===== src/rtl/audio_volume_ctrl.sv =====
// Volume/mute sequencer: turns debounced vol+/vol- buttons and CPU writes into a
// saturating volume level plus mute flag, offered to the gain stage via req/ack.
module audio_volume_ctrl #(
    parameter int unsigned VOL_W         = 5,
    parameter int unsigned VOL_MAX       = 31,
    parameter int unsigned VOL_DEFAULT   = 24,
    parameter int unsigned HOLD_CYCLES   = 12500000,
    parameter int unsigned REPEAT_CYCLES = 2500000,
    parameter bit          BTN_ACT_LOW   = 1'b1
) (
    input  logic             i_clk,
    input  logic             i_rst,
    input  logic             i_btn_up,
    input  logic             i_btn_dn,
    input  logic             i_set_valid,
    input  logic [VOL_W-1:0] i_set_vol,
    output logic [VOL_W-1:0] o_vol,
    output logic             o_mute,
    output logic             o_upd,
    input  logic             i_ack,
    output logic [1:0]       o_state
);

    localparam int unsigned CNT_MAX = (HOLD_CYCLES > REPEAT_CYCLES) ? HOLD_CYCLES : REPEAT_CYCLES;
    localparam int unsigned CNT_W   = $clog2(CNT_MAX);

    localparam logic [CNT_W-1:0] HOLD_LAST = CNT_W'(HOLD_CYCLES - 1);
    localparam logic [CNT_W-1:0] REP_LAST  = CNT_W'(REPEAT_CYCLES - 1);
    localparam logic [VOL_W-1:0] V_MAX     = VOL_W'(VOL_MAX);
    localparam logic [VOL_W-1:0] V_DEF     = VOL_W'(VOL_DEFAULT);

    typedef enum logic [1:0] {
        ST_IDLE   = 2'd0,
        ST_HOLD   = 2'd1,
        ST_REPEAT = 2'd2,
        ST_COMBO  = 2'd3
    } state_t;

    state_t           r_state;
    logic [CNT_W-1:0] r_cnt;
    logic             r_dir_up;
    logic             r_up_q;
    logic             r_dn_q;
    logic [VOL_W-1:0] r_vol;
    logic             r_mute;
    logic             r_upd;

    state_t           w_state_n;
    logic [CNT_W-1:0] w_cnt_n;
    logic             w_dir_up_n;
    logic             w_up;
    logic             w_dn;
    logic             w_up_edge;
    logic             w_dn_edge;
    logic             w_held;
    logic             w_other;
    logic [CNT_W-1:0] w_last;
    logic             w_step_up;
    logic             w_step_dn;
    logic             w_toggle;
    logic [VOL_W-1:0] w_vol_n;
    logic             w_mute_n;
    logic             w_changed;
    logic             w_upd_n;

    assign w_up      = BTN_ACT_LOW ? ~i_btn_up : i_btn_up;
    assign w_dn      = BTN_ACT_LOW ? ~i_btn_dn : i_btn_dn;
    assign w_up_edge = w_up & ~r_up_q;
    assign w_dn_edge = w_dn & ~r_dn_q;
    assign w_held    = r_dir_up ? w_up : w_dn;
    assign w_other   = r_dir_up ? w_dn : w_up;
    assign w_last    = (r_state == ST_HOLD) ? HOLD_LAST : REP_LAST;

    // State register; edge history resets to "asserted" so a held button needs a fresh press.
    always_ff @(posedge i_clk or posedge i_rst) begin
        if (i_rst) begin
            r_state  <= ST_IDLE;
            r_cnt    <= '0;
            r_dir_up <= 1'b0;
            r_up_q   <= 1'b1;
            r_dn_q   <= 1'b1;
        end else begin
            r_state  <= w_state_n;
            r_cnt    <= w_cnt_n;
            r_dir_up <= w_dir_up_n;
            r_up_q   <= w_up;
            r_dn_q   <= w_dn;
        end
    end

    // Next-state and step/toggle decisions.
    always_comb begin
        w_state_n  = r_state;
        w_cnt_n    = r_cnt;
        w_dir_up_n = r_dir_up;
        w_step_up  = 1'b0;
        w_step_dn  = 1'b0;
        w_toggle   = 1'b0;
        unique case (r_state)
            ST_IDLE: begin
                if (w_up && w_dn && (w_up_edge || w_dn_edge)) begin
                    w_toggle  = 1'b1;
                    w_state_n = ST_COMBO;
                end else if (w_up_edge && !w_dn) begin
                    w_step_up  = 1'b1;
                    w_dir_up_n = 1'b1;
                    w_cnt_n    = '0;
                    w_state_n  = ST_HOLD;
                end else if (w_dn_edge && !w_up) begin
                    w_step_dn  = 1'b1;
                    w_dir_up_n = 1'b0;
                    w_cnt_n    = '0;
                    w_state_n  = ST_HOLD;
                end
            end
            ST_HOLD, ST_REPEAT: begin
                if (!w_held) begin
                    w_state_n = ST_IDLE;
                end else if (w_other) begin
                    w_toggle  = 1'b1;
                    w_state_n = ST_COMBO;
                end else if (r_cnt == w_last) begin
                    w_step_up = r_dir_up;
                    w_step_dn = ~r_dir_up;
                    w_cnt_n   = '0;
                    w_state_n = ST_REPEAT;
                end else begin
                    w_cnt_n = r_cnt + CNT_W'(1);
                end
            end
            ST_COMBO: begin
                if (!w_up && !w_dn) begin
                    w_state_n = ST_IDLE;
                end
            end
            default: w_state_n = ST_IDLE;
        endcase
    end

    // Value update; a CPU write overrides any button action in the same cycle.
    always_comb begin
        w_vol_n  = r_vol;
        w_mute_n = r_mute;
        if (i_set_valid) begin
            w_vol_n = (i_set_vol > V_MAX) ? V_MAX : i_set_vol;
        end else if (w_step_up) begin
            if (r_vol != V_MAX) begin
                w_vol_n = r_vol + VOL_W'(1);
            end
            w_mute_n = 1'b0;
        end else if (w_step_dn) begin
            if (r_vol != '0) begin
                w_vol_n = r_vol - VOL_W'(1);
            end
            w_mute_n = 1'b0;
        end else if (w_toggle) begin
            w_mute_n = ~r_mute;
        end
    end

    assign w_changed = (w_vol_n != r_vol) || (w_mute_n != r_mute);

    always_comb begin
        w_upd_n = r_upd;
        if (w_changed) begin
            w_upd_n = 1'b1;
        end else if (r_upd && i_ack) begin
            w_upd_n = 1'b0;
        end
    end

    always_ff @(posedge i_clk or posedge i_rst) begin
        if (i_rst) begin
            r_vol  <= V_DEF;
            r_mute <= 1'b0;
            r_upd  <= 1'b1;
        end else begin
            r_vol  <= w_vol_n;
            r_mute <= w_mute_n;
            r_upd  <= w_upd_n;
        end
    end

    assign o_vol   = r_vol;
    assign o_mute  = r_mute;
    assign o_upd   = r_upd;
    assign o_state = r_state;

endmodule


===== config.mk =====
export PLATFORM = sky130hd
export DESIGN_NAME = audio_volume_ctrl
export DESIGN_NICKNAME = d
export VERILOG_FILES = /design/src/rtl/audio_volume_ctrl.sv
export SDC_FILE = /design/constraint.sdc
export NUM_CORES = 1
export LEC_CHECK = 0
export ABC_AREA = 1
export CORE_MARGIN = 3
export CORE_UTILIZATION = 43
export CTS_CLUSTER_DIAMETER = 80
export CTS_CLUSTER_SIZE = 24
export DETAILED_ROUTE_END_ITERATION = 6
export PLACE_DENSITY_LB_ADDON = 0.05
export SLEW_MARGIN = 40
export SYNTH_ARGS = -nofsm -noshare
export SYNTH_HDL_FRONTEND = slang
export SYNTH_SLANG_ARGS = --single-unit

===== constraint.sdc =====
create_clock -name i_clk -period 5.4 [get_ports i_clk]
set_input_delay 1.62 -clock i_clk [delete_from_list [all_inputs] [get_ports i_clk]]
set_output_delay 1.62 -clock i_clk [all_outputs]
set_load 0.03 [all_outputs]

==> results of run 1 <==
## kinds of logic (layout without fill, tap and decap cells)
logic type / Yosys count / in the layout / share of synthesized area [%]
adders and majority gates: 7 / 7 / 3.35
DFF: 36 / 36 / 34.7
AOI/OAI and AO/OA: 51 / 51 / 10.6
buffers and inverters: 69 / 89 / 10.4
and+or+nand+nor: 230 / 230 / 39.6
xor gates and xnor gates: 4 / 4 / 1.34
## through the flow
| step | setup WS, ps | util, % | std cells |
|---|---|---|---|
| finish | 1800 | 51.7 | 489 |
| global route | 1500 | 51.7 | 489 |
| CTS | 1810 | 51.7 | 489 |
| detailed placement | 1510 | 50.1 | 481 |
| global placement | 1590 | 50.1 | 481 |
| floorplan | 2360 | - | 397 |
## Yosys cell counts (3+ instances only)
master	instances
nand2_1	107
inv_1	58
nor2_1	48
nand3_1	38
dfrtp_1	31
o21ai_0	22
a21oi_1	18
nor3_1	9
nand4_1	8
ha_1	7
clkbuf_1	5
dfstp_2	5
nand2_2	4
o21ai_1	4
or2_2	4
xor2_1	4
inv_2	3
nor4_1	3
## worst max-delay path: cells and delay by family
| kind | cells | cell delay (ps) |
|---|---|---|
| buf+inv | 3 | 860 |
| simple gates | 4 | 960 |
| compound gates | 2 | 350 |
## layer usage
layer,vias to the layer above,GRT usage (%)
met5,-,0
met4,0,4.39
li1,1304,-
met2,50,27.0
met3,8,3.46
met1,1126,27.6
## power by group through the flow
stage | Sequential (mW) | Combinational, mW | Clock [mW]
finish | 0.346 | 0.559 | 0.203
global placement | 0.349 | 0.557 | 0
global route | 0.352 | 0.640 | 0.225
detailed placement | 0.350 | 0.561 | 0
CTS | 0.345 | 0.563 | 0.215
floorplan | 0.376 | 0.403 | 0
## layout make-up
class | count | area [µm²]
well taps | 72 | 90.1
inverters | 61 | 229
multi-input cells | 292 | 1440
flip-flops and latches | 36 | 907
repair buffers | 20 | 198
fillers | 568 | 2760
clock buffers | 8 | 90.1
## cell usage in the layout, fill, tap and decap left out, drive strengths merged
cell,n
dfstp,5
clkbuf,8
o21ai,27
a21oi,18
and3,1
a31oi,1
xor2,4
nand3,39
nor4,3
or2,4
inv,61
o211a,2
buf,1
ha,7
nand3b,1
o211ai,2
dfrtp,31
nand2,112
clkdlybuf4s50,19
o31ai,1
nand4,9
nor2,51
nor3,10
## registers in the layout (all words and copies together), names as in the netlist
register,flops
o_upd,1
r_up_q,1
o_mute,1
r_dn_q,1
r_dir_up,1
r_cnt,24
o_state,2
o_vol,5
## path summary, 6_finish.rpt
kind,cells past startpoint,end,slack (ps),from
hold reg to reg,1,r_cnt[17],510,r_cnt[17]
hold / removal,1,r_cnt[17],510,r_cnt[17]
max in group asynchronous,3,o_upd,3310,i_rst
setup / recovery,9,r_cnt[3],1800,i_btn_dn
setup reg to reg,11,r_cnt[20],2370,o_state[1]
min in group asynchronous,3,o_vol[0],1740,i_rst
==> metrics, run 1 <==
outcome=complete, no violations; crit start category=primary input; first drt pass iteration count=5; Max Fanout on Critical Path=22; Netlist cell types=34; Tmin final=3600 ps; diode count=0; clock sinks=36; #FFs+latches synth=36; RePlAce Congestion=0.838; Final Power=roughly 1.1 mW; power density over cell area=375 nW/µm²; sequential power share=31.2%; Vias/cell=just over 5; Vias=between 2000 and 2500; Clock Tree Root=clkbuf_8; initial antenna violation count=0; clock share of power=18.3%; synth top area cells=dfrtp_1 30%, nand2_1 15%, inv_1 8.3%; cell area after layout=2950 µm²; slowest stage delay, CP=630 ps; Clock Path Buffers=2; Critical Path RT=approximately 5600 ps; fmax=approximately 280 MHz; crit-path cells=clkdlybuf4s50_1 > inv_1 > nand3_1 > nand3_1 > nand3_4 > inv_1 > nand2_1 > o21ai_0 > a21oi_1; Internal=0.599 mW; Syn Inst Count=397; CP Class=primary input to flip-flop; # resized after CTS=0; Final Hold Vio Count=0; CTS clk-pin slew, worst paths=approximately 70 ps; drt drc=0; Min-Delay Path Class=flip-flop to flip-flop; synth-to-layout area growth=12.8%; die footprint=slightly above 7000 µm²; CTS Buf Count=5; EDFF count, synth=0; die height=roughly 84 µm; post-DR wirelength/cell=12.5 µm; Top Metal Used=met4; RSZ-0062 raised after global routing=no; initial core utilization=45.8%; Comb power frac=between 50% and 60%; hold_buf cts=0; post-DP HPWL=4540 µm; largest net degree at the start of global routing=37; Avg Cell Area, Syn=6.59 µm²; final net count=434; crit end category=flip-flop; clock skew=3.45 ps; Rel. slew slack=between 50 and 60%; Global Route Usage Sum=between 10% and 20%; Synth Flop Type=dfrtp_1; worst slew pin tran=712 ps; Yosys top cell area share=29.7%; WL met3=224 µm; chip width=84 µm; Leak Pwr=about 1.5 nW; ys async rst share=100%; Setup TNS Final=0 ps; Crit path arrival time=3810 ps; cell taking the most area after synthesis=dfrtp_1; H-tree Lvls=2; period utilisation layout=66.7%; setup violators final=0; wire length on met1=3130 µm; initial drt markers=218; vias in the first global route=2245; sequential cell area fraction in the yosys report=a little over a third; placed instance area=approximately 2900 µm²; # Post-CTS Setup Buffers=0; Synth Cell Area=2620 µm²; Routed Antenna Nets=0; DR WL met2=2700 µm; TritonCTS clock tree=yes; first-pass GRT wire length=10700 µm; DRT Wirelength=6120 µm; row cnt=27; share of layout cells above drive strength 1=~7.7%; final global-route overflow total=0; final-report max-slew violation count=0; Mapped Nets=between 400 and 500; core area=5710 µm²; slowest stage cell, crit path=clkdlybuf4s50_1; Buffers on Ports=19; number of synthesis warnings=0; Sw Ratio=45.9%; worst hold slack=between 500 and 600 ps; MaxCap Viol Count=0; # IOs=20; P_sw=a little over 0.5 mW; Skew-Pair Late Insertion Delay=between 200 and 300 ps; Max VDD drop=294 µV
Note: power is estimated with default switching activity, not from simulation.
==> inputs of run 2 (changes only) <==
==> constraint.sdc (replaced) <==
create_clock -name i_clk -period 3.1 [get_ports i_clk]
set_input_delay 0.93 -clock i_clk [delete_from_list [all_inputs] [get_ports i_clk]]
set_output_delay 0.93 -clock i_clk [all_outputs]
set_load 0.03 [all_outputs]
==> metrics, run 2 (synthesized netlist as in run 1, its figures left out) <==
crit end category=flip-flop; fmax=354 MHz; row cnt=27 (unchanged); Vias=2534 (+1.8%); Worst Path Buf+Inv=2 (-1); Register-to-Register Path Depth=12 (+1); Clock Tree Root=clkbuf_8; post-DP HPWL=4820 µm (+6.2%); Hold Path End=r_cnt[17]; crit-path cells=clkdlybuf4s50_1 > inv_2 > nand2_1 > o21ai_2 > nand2_1 > nand2_2 > nand3_4 > nor2_1 > nand3_1 > nor3_1 > nand2_1 > o21ai_0 > a21oi_1; slowest stage delay, CP=490 ps (-140 ps); TritonCTS clock tree=yes; first-pass GRT wire length=10300 µm (-3.4%); RSZ-0062 raised after global routing=no; initial drt markers=169 (-22%); # Post-CTS Setup Buffers=0 (unchanged); period utilisation layout=91.0%; flop2flop setup slack=630 ps (-1740 ps); # resized after CTS=0 (unchanged); die footprint=7060 µm² (unchanged); CP Class=primary input to flip-flop; Final Power=2.02 mW (+82%); worst hold path cell count=1 (unchanged); chip width=84 µm (unchanged); Routed Antenna Nets=0 (unchanged); clock sinks=36 (unchanged); Max Fanout on Critical Path=7 (-68%); CTS Buf Count=5 (unchanged); first drt pass iteration count=5 (unchanged); most frequent cells in the layout=107 x nand2_1, 58 x inv_1, 48 x nor2_1, 38 x nand3_1, 31 x dfrtp_1; DRT Wirelength=6240 µm (+1.8%); crit start category=primary input; reg2reg end=r_cnt[20]; hold_buf cts=0 (unchanged); most common cell after layout, fill and taps aside=nand2_1; multi-input logic area=1440 µm² (unchanged); clock skew=13.8 ps (+10.4 ps); CP dominant cell by count=nand2_1; MaxCap Viol Count=0 (unchanged); RePlAce Congestion=0.884 (+5.4%); max reg flops=24 (unchanged); share of layout cells above drive strength 1=9.46% (+1.8 points); # IOs=20 (unchanged); Leak Pwr=1.49 nW (+2.6%); initial antenna violation count=0 (unchanged); Setup TNS Final=0 ps (unchanged); final setup margin=278 ps (-1520 ps); die height=84 µm (unchanged); Most flops, register=r_cnt; slowest stage cell, crit path=clkdlybuf4s50_1; Rel. slew slack=66.2% (+14 points); Vias/cell=5.12 (+0.61%); setup violators final=0 (unchanged); Tmin final=2820 ps; Buffers on Ports=19 (unchanged); final-report max-slew violation count=0 (unchanged); CTS clk-pin slew, worst paths=80 ps (about the same); core area=5710 µm² (unchanged); Placement Setup Slack=-6.24 ps (-1510 ps); Skew-Pair Late Insertion Delay=290 ps (about the same); Global Route Usage Sum=17.9% (-0.43 points); crit-path leading delay family=simple AND/OR/NAND/NOR gates; post-DR wirelength/cell=12.6 µm (+0.59%); H-tree Lvls=2 (unchanged); power density over cell area=670 nW/µm² (+79%); Max VDD drop=447 µV (+52%); worst slew pin tran=507 ps (-205 ps); synth-to-layout area growth=14.9%; outcome=complete, no violations; Clock Path Buffers=2 (unchanged); Worst R2R Start=o_state[1]; vias in the first global route=2215 (-1.3%); final net count=440 (+1.4%); HP Start=r_cnt[17]; Min-Delay Path Class=flip-flop to flip-flop; final global-route overflow total=0 (unchanged); drt drc=0 (unchanged); Crit path arrival time=3000 ps (-810 ps); Critical Path RT=3280 ps (-2330 ps); diode count=0 (unchanged); largest net degree at the start of global routing=23 (-38%); fillers=593 (+4.4%); Final Hold Vio Count=0 (unchanged); register area=907 µm² (unchanged); initial core utilization=45.8% (unchanged)
run 2: changes by cell type in the layout (fill, tap and decap cells not counted), sizes merged:
cell and delta:
buf +6, clkbuf -3, clkinv +3
run 2: report_power, final:
part	switching [mW]	internal (mW)
combinational	0.681	0.393
clock	0.184	0.157
sequential	0.0644	0.536
total	0.930	1.09
run 2: worst max path at each step:
stage / startpoint / end / slack [ps] / cells past startpoint
after global routing: i_btn_up / r_cnt[21] / 40 / 13
after detailed placement: i_btn_dn / r_cnt[21] / -6 / 11
final: i_btn_up / r_cnt[21] / 280 / 13
after CTS: i_btn_dn / r_cnt[21] / 310 / 11
after global placement: i_btn_up / r_cnt[21] / -9 / 13
after floorplan: i_btn_dn / r_cnt[22] / 750 / 15
run 2: final cells by class:
cell class,instances,area share (%)
Inverter,61,7.62
Multi-Input combinational cell,292,47.8
Timing Repair Buffer,26,8.49
Clock inverter,3,0.624
Sequential cell,36,30.2
Clock buffer,5,2.29
Tap cell,72,3.00
run 2: metal layers:
metal  routed length (µm)  global-route usage (%)
met3                  192                    3.46
met4                   46                    4.09
met2                 2810                    27.1
met1                 3190                    26.2
met5                    0                       0
run 2: per-stage QoR:
step	area, µm²	hold slack [ps]	instances	util [%]
after floorplan	2620	455	397	-
final	3010	500	495	52.7
after CTS	3010	506	495	52.7
after detailed placement	2920	494	487	51.1
after global routing	3010	546	495	52.7
after global placement	2920	488	487	51.1
